[config.mk]
export PLATFORM = sky130hd
export DESIGN_NAME = cache2reg_loader
export DESIGN_NICKNAME = d
export VERILOG_FILES = /design/src/rtl/cache2reg_loader.sv
export SDC_FILE = /design/constraint.sdc
export NUM_CORES = 1
export LEC_CHECK = 0
export CORE_AREA = 2 2 102 104
export CTS_CLUSTER_DIAMETER = 40
export DETAILED_ROUTE_END_ITERATION = 8
export DIE_AREA = 0 0 104 106
export PLACE_DENSITY = 0.77
export SLEW_MARGIN = 30
export SYNTH_ARGS = -nofsm -noshare
export SYNTH_HDL_FRONTEND = slang
export SYNTH_SLANG_ARGS = --single-unit
[constraint.sdc]
create_clock -name clk_i -period 1.67 [get_ports clk_i]
set_input_delay 0.334 -clock clk_i [delete_from_list [all_inputs] [get_ports clk_i]]
set_output_delay 0.334 -clock clk_i [all_outputs]
set_load 0.005 [all_outputs]
[src/rtl/cache2reg_loader.sv]
// rtl/cache2reg_loader.sv - load return path: cache read, lane extract, extend, writeback pulse
module cache2reg_loader #(
    parameter int unsigned TIMEOUT = 16
) (
    input  logic        clk_i,
    input  logic        rst_ni,
    input  logic        load_req_i,
    input  logic [31:0] load_addr_i,
    input  logic [1:0]  load_size_i,
    input  logic        load_signed_i,
    input  logic [4:0]  load_rd_i,
    output logic        mem_req_o,
    output logic [31:0] mem_addr_o,
    input  logic        mem_ack_i,
    input  logic [31:0] mem_rdata_i,
    output logic        wb_valid_o,
    output logic [4:0]  wb_rd_o,
    output logic [31:0] wb_data_o,
    output logic        busy_o,
    output logic        load_err_o
);

    typedef enum logic [1:0] {
        S_IDLE = 2'd0,
        S_WAIT = 2'd1,
        S_DONE = 2'd2
    } state_e;

    // A zero TIMEOUT means wait forever for the acknowledge.
    localparam bit         TO_EN   = (TIMEOUT != 0);
    localparam logic [7:0] TO_LAST = 8'(TIMEOUT - 1);

    state_e      state_q, state_d;
    logic        mem_req_q, mem_req_d;
    logic [31:0] mem_addr_q, mem_addr_d;
    logic        wb_valid_q, wb_valid_d;
    logic [4:0]  wb_rd_q, wb_rd_d;
    logic [31:0] wb_data_q, wb_data_d;
    logic        load_err_q, load_err_d;
    logic [7:0]  cnt_q, cnt_d;
    logic [1:0]  off_q, off_d;
    logic [1:0]  size_q, size_d;
    logic        signed_q, signed_d;
    logic [4:0]  rd_q, rd_d;

    logic        req_legal;
    logic [7:0]  byte_sel;
    logic [15:0] half_sel;
    logic [31:0] ext_data;

    // Legality of the incoming request: reserved size or misaligned address is rejected.
    always_comb begin
        req_legal = 1'b0;
        case (load_size_i)
            2'b00:   req_legal = 1'b1;
            2'b01:   req_legal = ~load_addr_i[0];
            2'b10:   req_legal = (load_addr_i[1:0] == 2'b00);
            default: req_legal = 1'b0;
        endcase
    end

    // Lane selection and sign/zero extension of the returned word, using the latched request.
    always_comb begin
        byte_sel = 8'h00;
        case (off_q)
            2'd0:    byte_sel = mem_rdata_i[7:0];
            2'd1:    byte_sel = mem_rdata_i[15:8];
            2'd2:    byte_sel = mem_rdata_i[23:16];
            default: byte_sel = mem_rdata_i[31:24];
        endcase
        half_sel = off_q[1] ? mem_rdata_i[31:16] : mem_rdata_i[15:0];
        case (size_q)
            2'b00:   ext_data = {{24{signed_q & byte_sel[7]}}, byte_sel};
            2'b01:   ext_data = {{16{signed_q & half_sel[15]}}, half_sel};
            default: ext_data = mem_rdata_i;
        endcase
    end

    // Next-state and output logic; pulses default low, everything else holds.
    always_comb begin
        state_d    = state_q;
        mem_req_d  = mem_req_q;
        mem_addr_d = mem_addr_q;
        wb_valid_d = 1'b0;
        wb_rd_d    = wb_rd_q;
        wb_data_d  = wb_data_q;
        load_err_d = 1'b0;
        cnt_d      = cnt_q;
        off_d      = off_q;
        size_d     = size_q;
        signed_d   = signed_q;
        rd_d       = rd_q;
        case (state_q)
            S_IDLE: begin
                if (load_req_i) begin
                    if (req_legal) begin
                        off_d      = load_addr_i[1:0];
                        size_d     = load_size_i;
                        signed_d   = load_signed_i;
                        rd_d       = load_rd_i;
                        mem_req_d  = 1'b1;
                        mem_addr_d = {load_addr_i[31:2], 2'b00};
                        cnt_d      = 8'd0;
                        state_d    = S_WAIT;
                    end else begin
                        load_err_d = 1'b1;
                    end
                end
            end
            S_WAIT: begin
                // Acknowledge takes priority over an expiring timeout in the same cycle.
                if (mem_ack_i) begin
                    mem_req_d  = 1'b0;
                    wb_data_d  = ext_data;
                    wb_rd_d    = rd_q;
                    wb_valid_d = 1'b1;
                    state_d    = S_DONE;
                end else if (TO_EN && (cnt_q == TO_LAST)) begin
                    mem_req_d  = 1'b0;
                    load_err_d = 1'b1;
                    state_d    = S_IDLE;
                end else begin
                    cnt_d = cnt_q + 8'd1;
                end
            end
            S_DONE: begin
                state_d = S_IDLE;
            end
            default: begin
                state_d   = S_IDLE;
                mem_req_d = 1'b0;
            end
        endcase
    end

    // State and output registers; reset drops an in-flight request immediately.
    always_ff @(posedge clk_i or negedge rst_ni) begin
        if (!rst_ni) begin
            state_q    <= S_IDLE;
            mem_req_q  <= 1'b0;
            mem_addr_q <= 32'd0;
            wb_valid_q <= 1'b0;
            wb_rd_q    <= 5'd0;
            wb_data_q  <= 32'd0;
            load_err_q <= 1'b0;
            cnt_q      <= 8'd0;
            off_q      <= 2'd0;
            size_q     <= 2'd0;
            signed_q   <= 1'b0;
            rd_q       <= 5'd0;
        end else begin
            state_q    <= state_d;
            mem_req_q  <= mem_req_d;
            mem_addr_q <= mem_addr_d;
            wb_valid_q <= wb_valid_d;
            wb_rd_q    <= wb_rd_d;
            wb_data_q  <= wb_data_d;
            load_err_q <= load_err_d;
            cnt_q      <= cnt_d;
            off_q      <= off_d;
            size_q     <= size_d;
            signed_q   <= signed_d;
            rd_q       <= rd_d;
        end
    end

    assign mem_req_o  = mem_req_q;
    assign mem_addr_o = mem_addr_q;
    assign wb_valid_o = wb_valid_q;
    assign wb_rd_o    = wb_rd_q;
    assign wb_data_o  = wb_data_q;
    assign load_err_o = load_err_q;
    assign busy_o     = (state_q != S_IDLE);

endmodule

Word level (Yosys, flattened, before mapping)
Cells that the tools add are included.
{"block": "classes", "n_addsub": 1, "n_eq_ne": 13, "mux": 26, "bitwise_logic": 4, "reduce_logical": 12}
{"op": "32-bit one-hot mux with 2 select lines", "count": 1}
{"op": "8-bit two-way mux", "count": 4}
{"op": "8-bit one-hot mux with 3 select lines", "count": 1}
{"op": "16-bit two-way mux", "count": 1}
{"op": "8-bit one-hot mux with 2 select lines", "count": 1}
{"op": "2-bit zero test", "count": 5}
{"op": "1-bit two-way mux", "count": 10}
{"op": "8-bit by 1-bit adder with 8-bit output (second input constant)", "count": 1}
{"op": "2-bit by 1-bit == test with 1-bit output (second input constant)", "count": 4}
{"op": "8-bit by 4-bit == test with 1-bit output (second input constant)", "count": 1}
{"op": "2-bit two-way mux", "count": 4}
{"op": "2-bit inequality test (second input constant)", "count": 4}
{"op": "2-bit == test (second input constant)", "count": 3}
{"op": "1-bit one-hot mux with 3 select lines", "count": 2}
{"op": "3-bit AND reduction", "count": 2}
{"op": "5-bit AND reduction", "count": 1}
{"op": "2-bit one-hot mux with 2 select lines", "count": 1}
{"op": "4-bit AND reduction", "count": 1}
{"op": "2-bit nonzero test", "count": 2}
{"op": "3-bit inequality test (second input constant)", "count": 1}
{"op": "1-bit bitwise AND", "count": 2}
{"op": "1-bit NOT", "count": 2}
{"op": "1-bit one-hot mux with 2 select lines", "count": 1}
{"op": "2-bit AND reduction", "count": 1}
{"block": "word_totals", "regBits": 90, "input_bits": 76, "output_inout_bits": 73, "elab_cells": 68}

Depth between registers and ports, before layout
Gate-level depths: netlist of the first run.
{"block": "logic_depth", "ltp_word": 5, "mapped_depth": 5, "mapped_depth_nobuf": 5}

Worst setup path before layout of the first run
No wires, ideal clock.
{"block": "synth_timing", "kind": "register to register", "startpoint": "reg off_q[1]", "endpoint": "reg wb_data_q[17] (netlist: wb_data_o[17])", "arrival_time_ps": 1551, "required_time_ps": 1549, "path_slack_ps": -2, "path_stages_with_launch": 6, "n_path_buf": 1, "path_cell_list": "dfrtp_1 > mux4_2 > a221o_1 > o21ai_2 > buf_6 > a21oi_1"}
{"block": "synth_via", "elab_chain_cells": 4}
{"item": "start: declaration", "line": "41", "rtl": "logic [1:0] off_q, off_d;"}
{"item": "start signal: assignment", "line": "147", "rtl": "off_q <= 2'd0;"}
{"item": "start signal: assignment", "line": "160", "rtl": "off_q <= off_d;"}
{"item": "2-bit == test (tied with other cells)", "line": "65", "rtl": "case (off_q)"}
{"item": "8-bit one-hot mux with 3 select lines", "line": "65"}
{"item": "1-bit bitwise AND", "line": "73", "rtl": "2'b00: ext_data = {{24{signed_q & byte_sel[7]}}, byte_sel};"}
{"item": "32-bit one-hot mux with 2 select lines (*)", "line": "72", "rtl": "case (size_q)"}
{"item": "end signal: assignment", "line": "157", "rtl": "wb_data_q <= wb_data_d;"}
{"item": "end: declaration", "line": "38", "rtl": "logic [31:0] wb_data_q, wb_data_d;"}
Every way passes the cells marked *; elsewhere a longest branch is shown, timed or not.
A chain may end at the register's enable or synchronous reset.

Final worst setup path of the first run
{"block": "layout_timing", "startpoint": "in mem_rdata_i[7]", "endpoint": "reg wb_data_q[18] (netlist: wb_data_o[18])"}
{"block": "layout_via", "elab_chain_cells": 3}
{"item": "start: declaration", "line": "15", "rtl": "input logic [31:0] mem_rdata_i,"}
{"item": "8-bit one-hot mux with 3 select lines", "line": "65"}
{"item": "1-bit bitwise AND", "line": "73"}
{"item": "32-bit one-hot mux with 2 select lines", "line": "72"}
Every way passes these cells.

==> metrics, run 1 <==
Yosys warning total 0; Seq pwr share 40.9%; switching fraction of total power 30.1%; initial core utilization 39.0%; Final min period 1.80 ns; Critical Path AT 2.03 ns; number of top-level pins 149; internal power consumption ~6000 uW; vias 3468; vias in the first global route 3661; Worst Path Required approximately 1.9 ns; Final Cycle Share 108%; Placed Cells between 600 and 700; Worst setup startpoint mem_rdata_i[7]; Worst Setup Start Kind input port; CTS root buf clkbuf_8; Primary FF master, synth dfrtp_1; Avg Inst Size Synth around 11 um^2; Switching Power 2570 uW; grt ovf 0; clk slew on worst S/H paths 0.09 ns; Power per Cell Area 1400 nW/um^2; Post-Synth Simple-Gate Area 13.7%; largest family of logic cells by synthesized area simple AND/OR/NAND/NOR gates; die footprint 11000 um^2; final worst slack -0.127 ns; clock latency on the worst-skew pair between 0.3 and 0.4 ns; VDD IR max about 0.6 mV; ys async rst share between 90% and 100%; initial antenna violation count 0; leak pwr 0.00261 uW; Worst setup EP type flop; Synth Area in Compound Gates 11.9%; TritonCTS Buffers 9; critical path fanouts, max 8; leading cell type in the layout, fill and taps excluded clkdlybuf4s50_1; drt total wl 11300 um; P&R area growth vs syn 56.0%; Bufs on Longest Clock Path 2; Final Max Slew Viols 0; GRT Util Overall ~21%; Detail Placement HPWL just over 8000 um; row count 37; R2R depth 4; first-pass GRT wire length 18000 um; CP Capture Point wb_data_o[18]; ranking of synthesized cells by area dfrtp_1 (58%), mux2_2 (12%), nand2_1 (5.1%); max-cap violation count 0; Max Fclk 557 MHz; Clk network pwr share 17.8%; CP Class in2reg; Reg2Reg Capture Point wb_data_o[18]; Layout Cells excl Fill roughly 680; largest area contributor in the netlist dfrtp_1; CTS tree yes; share of cells above drive strength 1 22.0%; Netlist cell types 43; outcome finished with violations; Yosys top cell area share 57.7%; Design Area, Final 6090 um^2; final hold vios 0; failing checks negative setup slack; Fillers 853; initial DRC count 132; die extent in x 104 um; dpl cell area 5750 um^2; post-synthesis adder-cell area fraction 0.321%; Vias per Instance just over 5; Final nets 613; clk sinks 90; largest net degree at the start of global routing 34; post-synthesis sequential area ratio 57.7%; wire per inst 16.7 um; r2r setup slk -0.10 ns; Final Wtd Congestion 0.861; Layout Utilization slightly above 60%; Layout Skew 0.00667 ns; TNS Setup -1.73 ns; ANT cells 0; height of the die 106 um; RSZ-0062 raised after global routing yes; cells after synthesis 354; DRT Pass-1 Iters 4; post-route ant nets 0; most frequent cells in the layout clkdlybuf4s50_1 (143), dfrtp_1 (90), nand2_1 (53); post-synthesis xor/xnor area fraction 0.673%; post-synthesis mux area share between 10% and 20%; final setup vio count 16; combinational group share of total power 41.3%; EDFF count, synth 0; port bufs 146; Yosys reg bits 90; CORE AREA ~10000 um^2; cell area after synthesis 3900 um^2; Worst Hold Class in2async; DRC 0; R2R Path Start off_q[1]; H-Tree Level Count 3
==> metal layers <==
layer | track usage, % | share of wire, %
met1 | 24.5 | 41
met4 | 8.98 | 2.7
met5 | 0 | 0
met2 | 35.3 | 49
met3 | 5.64 | 7.6
==> worst min-delay path by stage <==
stage,from,slack (ns),end,cells after the start
2_1_floorplan,rst_ni,0.04,cnt_q[0],0
3_3_place_gp,rst_ni,0.29,wb_data_o[13],1
3_5_place_dp,rst_ni,0.30,wb_data_o[13],1
4_1_cts,rst_ni,0.46,wb_data_o[3],2
5_1_grt,rst_ni,0.47,wb_data_o[3],2
6_report,rst_ni,0.46,wb_data_o[3],2
==> synth_stat cells (2+ instances only) <==
master     n
o21ai_0    4
nand2_1   53
a21oi_1   26
xnor2_1    3
buf_2      5
buf_1      2
a21o_1     2
nand3_1    5
o221a_2    7
nand2b_1   9
buf_4      2
a221oi_1   8
mux2_2    41
nor2b_1    3
nor3_1    10
o21ai_2    2
a31oi_1    9
inv_1      6
clkbuf_1  10
nor2_1    35
dfrtp_1   90
==> kinds of logic after synthesis <==
logic type | Yosys count
buffers and inverters | 27
multiplexers | 42
XOR/XNOR | 3
flip-flops | 90
AND/OR/NAND/NOR | 123
other | 1
AO/OA/AOI/OAI | 67
adder cells (fa/ha/maj) | 1
==> power by group through the flow <==
| stage | sequential [uW] | combinational, uW | clock (uW) |
|---|---|---|---|
| after detailed placement | 3520 | 3450 | 0 |
| after global routing | 3580 | 3820 | 1660 |
| after floorplan | 3500 | 1290 | 0 |
| after CTS | 3490 | 3490 | 1570 |
| final | 3490 | 3520 | 1520 |
| after global placement | 3480 | 3370 | 0 |
==> area by class of cell <==
| class | count | area, um^2 | share of cell area (%) |
|---|---|---|---|
| Clock inverter | 4 | 51.3 | 0.842 |
| Tap cell | 136 | 170 | 2.79 |
| Inverter | 7 | 26.3 | 0.431 |
| Sequential cell | 90 | 2250 | 37.0 |
| Multi-Input combinational cell | 239 | 1600 | 26.2 |
| Timing Repair Buffer | 189 | 1840 | 30.3 |
| Clock buffer | 11 | 151 | 2.49 |
==> through the flow <==
stage          power [uW]  setup slack, ns  hold slack (ns)
2_1_floorplan        4780          0.00121           0.0384
3_3_place_gp         6850           -0.430            0.295
3_5_place_dp         6970           -0.500            0.304
4_1_cts              8540           -0.115            0.456
5_1_grt              9060           -0.151            0.471
6_report             8530           -0.127            0.455
==> flip-flops by register name (all words and copies together) (netlist names) <==
signal      cells
state_q         2
mem_req_o       1
mem_addr_o     30
size_q          2
rd_q            5
wb_data_o      32
wb_valid_o      1
wb_rd_o         5
off_q           2
cnt_q           8
load_err_o      1
signed_q        1
==> worst max-delay path, cell delays in order <==
cell and delay (ns):
clkdlybuf4s50_1 0.45, mux4_2 0.50, a221o_1 0.44, o21ai_4 0.18, a21oi_1 0.13
==> repair_timing <==
| item | CTS | global route |
|---|---|---|
| setup endpoints to repair | 18 | 28 |
| pin swaps | 0 | 4 |
| resized for setup | 4 | 10 |
| buffers inserted | 0 | 7 |
| endpoints found under the hold margin | 27 | 0 |
| hold buffers | 1 | 0 |
| cloned | 1 | 1 |
(Power assumes the default switching activity.)
==> run 2, diff against run 1 <==
MAX_ROUTING_LAYER = met4   (was not set)
==> run 2 against run 1 <==
  * The flow still finishes with violations (negative setup slack)
  * Final cell count shrank 0.30%
  * First-iteration DRC count grew 39%
  * Combinational power grew 3%
  * Clock-buffer cell count grew 2
  * Wire length grew 3.6%
  * Maximum frequency shrank 1.4%
  * Total power grew 1.8%
  * Sequential share of layout area shrank 0.12 points
  * Design area grew 0.39%
  * Largest power group unchanged
  * Highest routed layer unchanged
==> metrics, run 2 (synthesis gave the netlist of run 1 again) <==
outcome finished with violations (unchanged); failing checks negative setup slack (unchanged); dpl cell area 5770 um^2 (was 5750 um^2); max reg flops 32 (unchanged); final hold vios 0 (unchanged); initial core utilization 39.0% (unchanged); Worst setup EP type flop (unchanged); relative slew slack 64.7%; TritonCTS Buffers 9 (unchanged); vias 3533 (was 3468); CORE AREA 10000 um^2 (unchanged); final worst slack -0.153 ns (was -0.127 ns); Final Wtd Congestion 0.919 (was 0.861); Design Area, Final 6110 um^2 (was 6090 um^2); drt total wl 11700 um (was 11300 um); die footprint 11000 um^2 (unchanged); GRT Util Overall 22.0% (was 20.6%); final setup vio count 16 (unchanged); share of cells above drive strength 1 23.8% (was 22.0%); DRC 0 (unchanged); Vias per Instance 5.24 (was 5.13); initial antenna violation count 0 (unchanged); initial DRC count 183 (was 132); height of the die 106 um (unchanged); Tot Pwr 8690 uW (was 8530 uW); number of top-level pins 149 (unchanged); Detail Placement HPWL 8690 um (was 8130 um); ANT cells 0 (unchanged); Bufs on Longest Clock Path 2 (unchanged); grt ovf 0 (unchanged); wire per inst 17.3 um (was 16.7 um); clk sinks 90 (unchanged); row count 37 (unchanged); Fin Hold WS 0.421 ns (was 0.455 ns); vias in the first global route 3718 (was 3661); Power per Cell Area 1420 nW/um^2 (was 1400 nW/um^2); max-cap violation count 0 (unchanged); leak pwr 0.00259 uW (was 0.00261 uW); VDD IR max 0.706 mV (was 0.602 mV); Worst Max-Slew Pin Slew 0.516 ns; Final Max Slew Viols 0 (unchanged); RSZ-0062 raised after global routing yes (unchanged); DRT Pass-1 Iters 4 (unchanged); Final min period 1.82 ns (was 1.80 ns); Worst Path Required 1.90 ns (was 1.91 ns); Critical Path AT 2.06 ns (was 2.03 ns); Final nets 610 (was 613); Layout Utilization 61.1% (was 60.9%); H-Tree Level Count 3 (unchanged); die extent in x 104 um (unchanged); CP Class in2reg (unchanged); post-route ant nets 0 (unchanged); critical path fanouts, max 8 (unchanged); first-pass GRT wire length 18400 um (was 18000 um); Layout Skew 0.00782 ns (was 0.00667 ns); most frequent cells in the layout clkdlybuf4s50_1 (141), dfrtp_1 (89), nand2_1 (53) (was clkdlybuf4s50_1 (143), dfrtp_1 (90), nand2_1 (53)); Worst Hold Class in2async (unchanged); P&R area growth vs syn 56.6% (was 56.0%); CTS tree yes (unchanged); clock latency on the worst-skew pair 0.36 ns (about the same); Worst Setup Start Kind input port (unchanged); Final Cycle Share 109% (was 108%); Max Fclk 549 MHz (was 557 MHz); largest net degree at the start of global routing 38 (was 34); leading cell type in the layout, fill and taps excluded clkdlybuf4s50_1 (unchanged); port bufs 146 (unchanged); CTS root buf clkbuf_8 (unchanged); clk slew on worst S/H paths 0.09 ns (about the same)
## run 2: changes by cell type in the layout (fill, tap and decap cells not counted), sizes merged
cell           change
dlygate4sd2        +2
buf                -3
clkbuf             +2
clkdlybuf4s50      -2
inv                -1
## run 2: worst paths after layout
check / start / end / slack (ns) / cells after the start
worst min register to register: rd_q[4] / wb_rd_o[4] / 0.46 / 2
min in group clk_i: rd_q[4] / wb_rd_o[4] / 0.46 / 2
max in group asynchronous: rst_ni / cnt_q[7] / 0.71 / 3
worst max register to register: off_q[1] / wb_data_o[18] / -0.14 / 4
worst max-delay path: mem_rdata_i[23] / wb_data_o[18] / -0.15 / 5
worst min-delay path: rst_ni / mem_addr_o[31] / 0.42 / 2
## run 2: report_power, final
group	switching (uW)	internal, uW	leakage, uW
Sequential	533	2990	0.00107
Clock	769	781	0.000104
Combinational	1380	2230	0.00142
Total	2680	6000	0.00259
## run 2: repair_timing
action	CTS	global route
pin swaps	1	2
endpoints found under the hold margin	23	0
buffers inserted	2	2
endpoints found under the setup margin	18	23
gates resized for setup	14	15
cloned	1	0
hold buffers	1	0
## run 2: worst max-delay path: stages
cell             delay (ns)
clkdlybuf4s50_1        0.46
mux4_2                 0.50
a221o_1                0.44
o21ai_4                0.19
a21oi_1                0.13
## run 2: layout make-up
| cell class | instances | area, um^2 |
|---|---|---|
| multi-input cells | 239 | 1650 |
| fillers | 847 | 3880 |
| clock buffers | 13 | 159 |
| flip-flops and latches | 90 | 2250 |
| inverters | 7 | 30.0 |
| clock inverters | 3 | 47.5 |
| repair buffers | 186 | 1810 |
| well taps | 136 | 170 |
## run 2: metal layers
layer  wire [um]  track usage (%)
met5           0                -
met4         409             10.7
met3         791             4.41
met2        5810             37.1
met1        4670             25.3
## run 2: stage by stage
step / TNS [ns] / cells / setup slack [ns]
after floorplan: 0 / 355 / 0.00121
after global placement: -20.57 / 652 / -0.418
after detailed placement: -23.50 / 652 / -0.498
after CTS: -1.57 / 672 / -0.121
after global routing: -2.53 / 674 / -0.178
final: -1.99 / 674 / -0.153
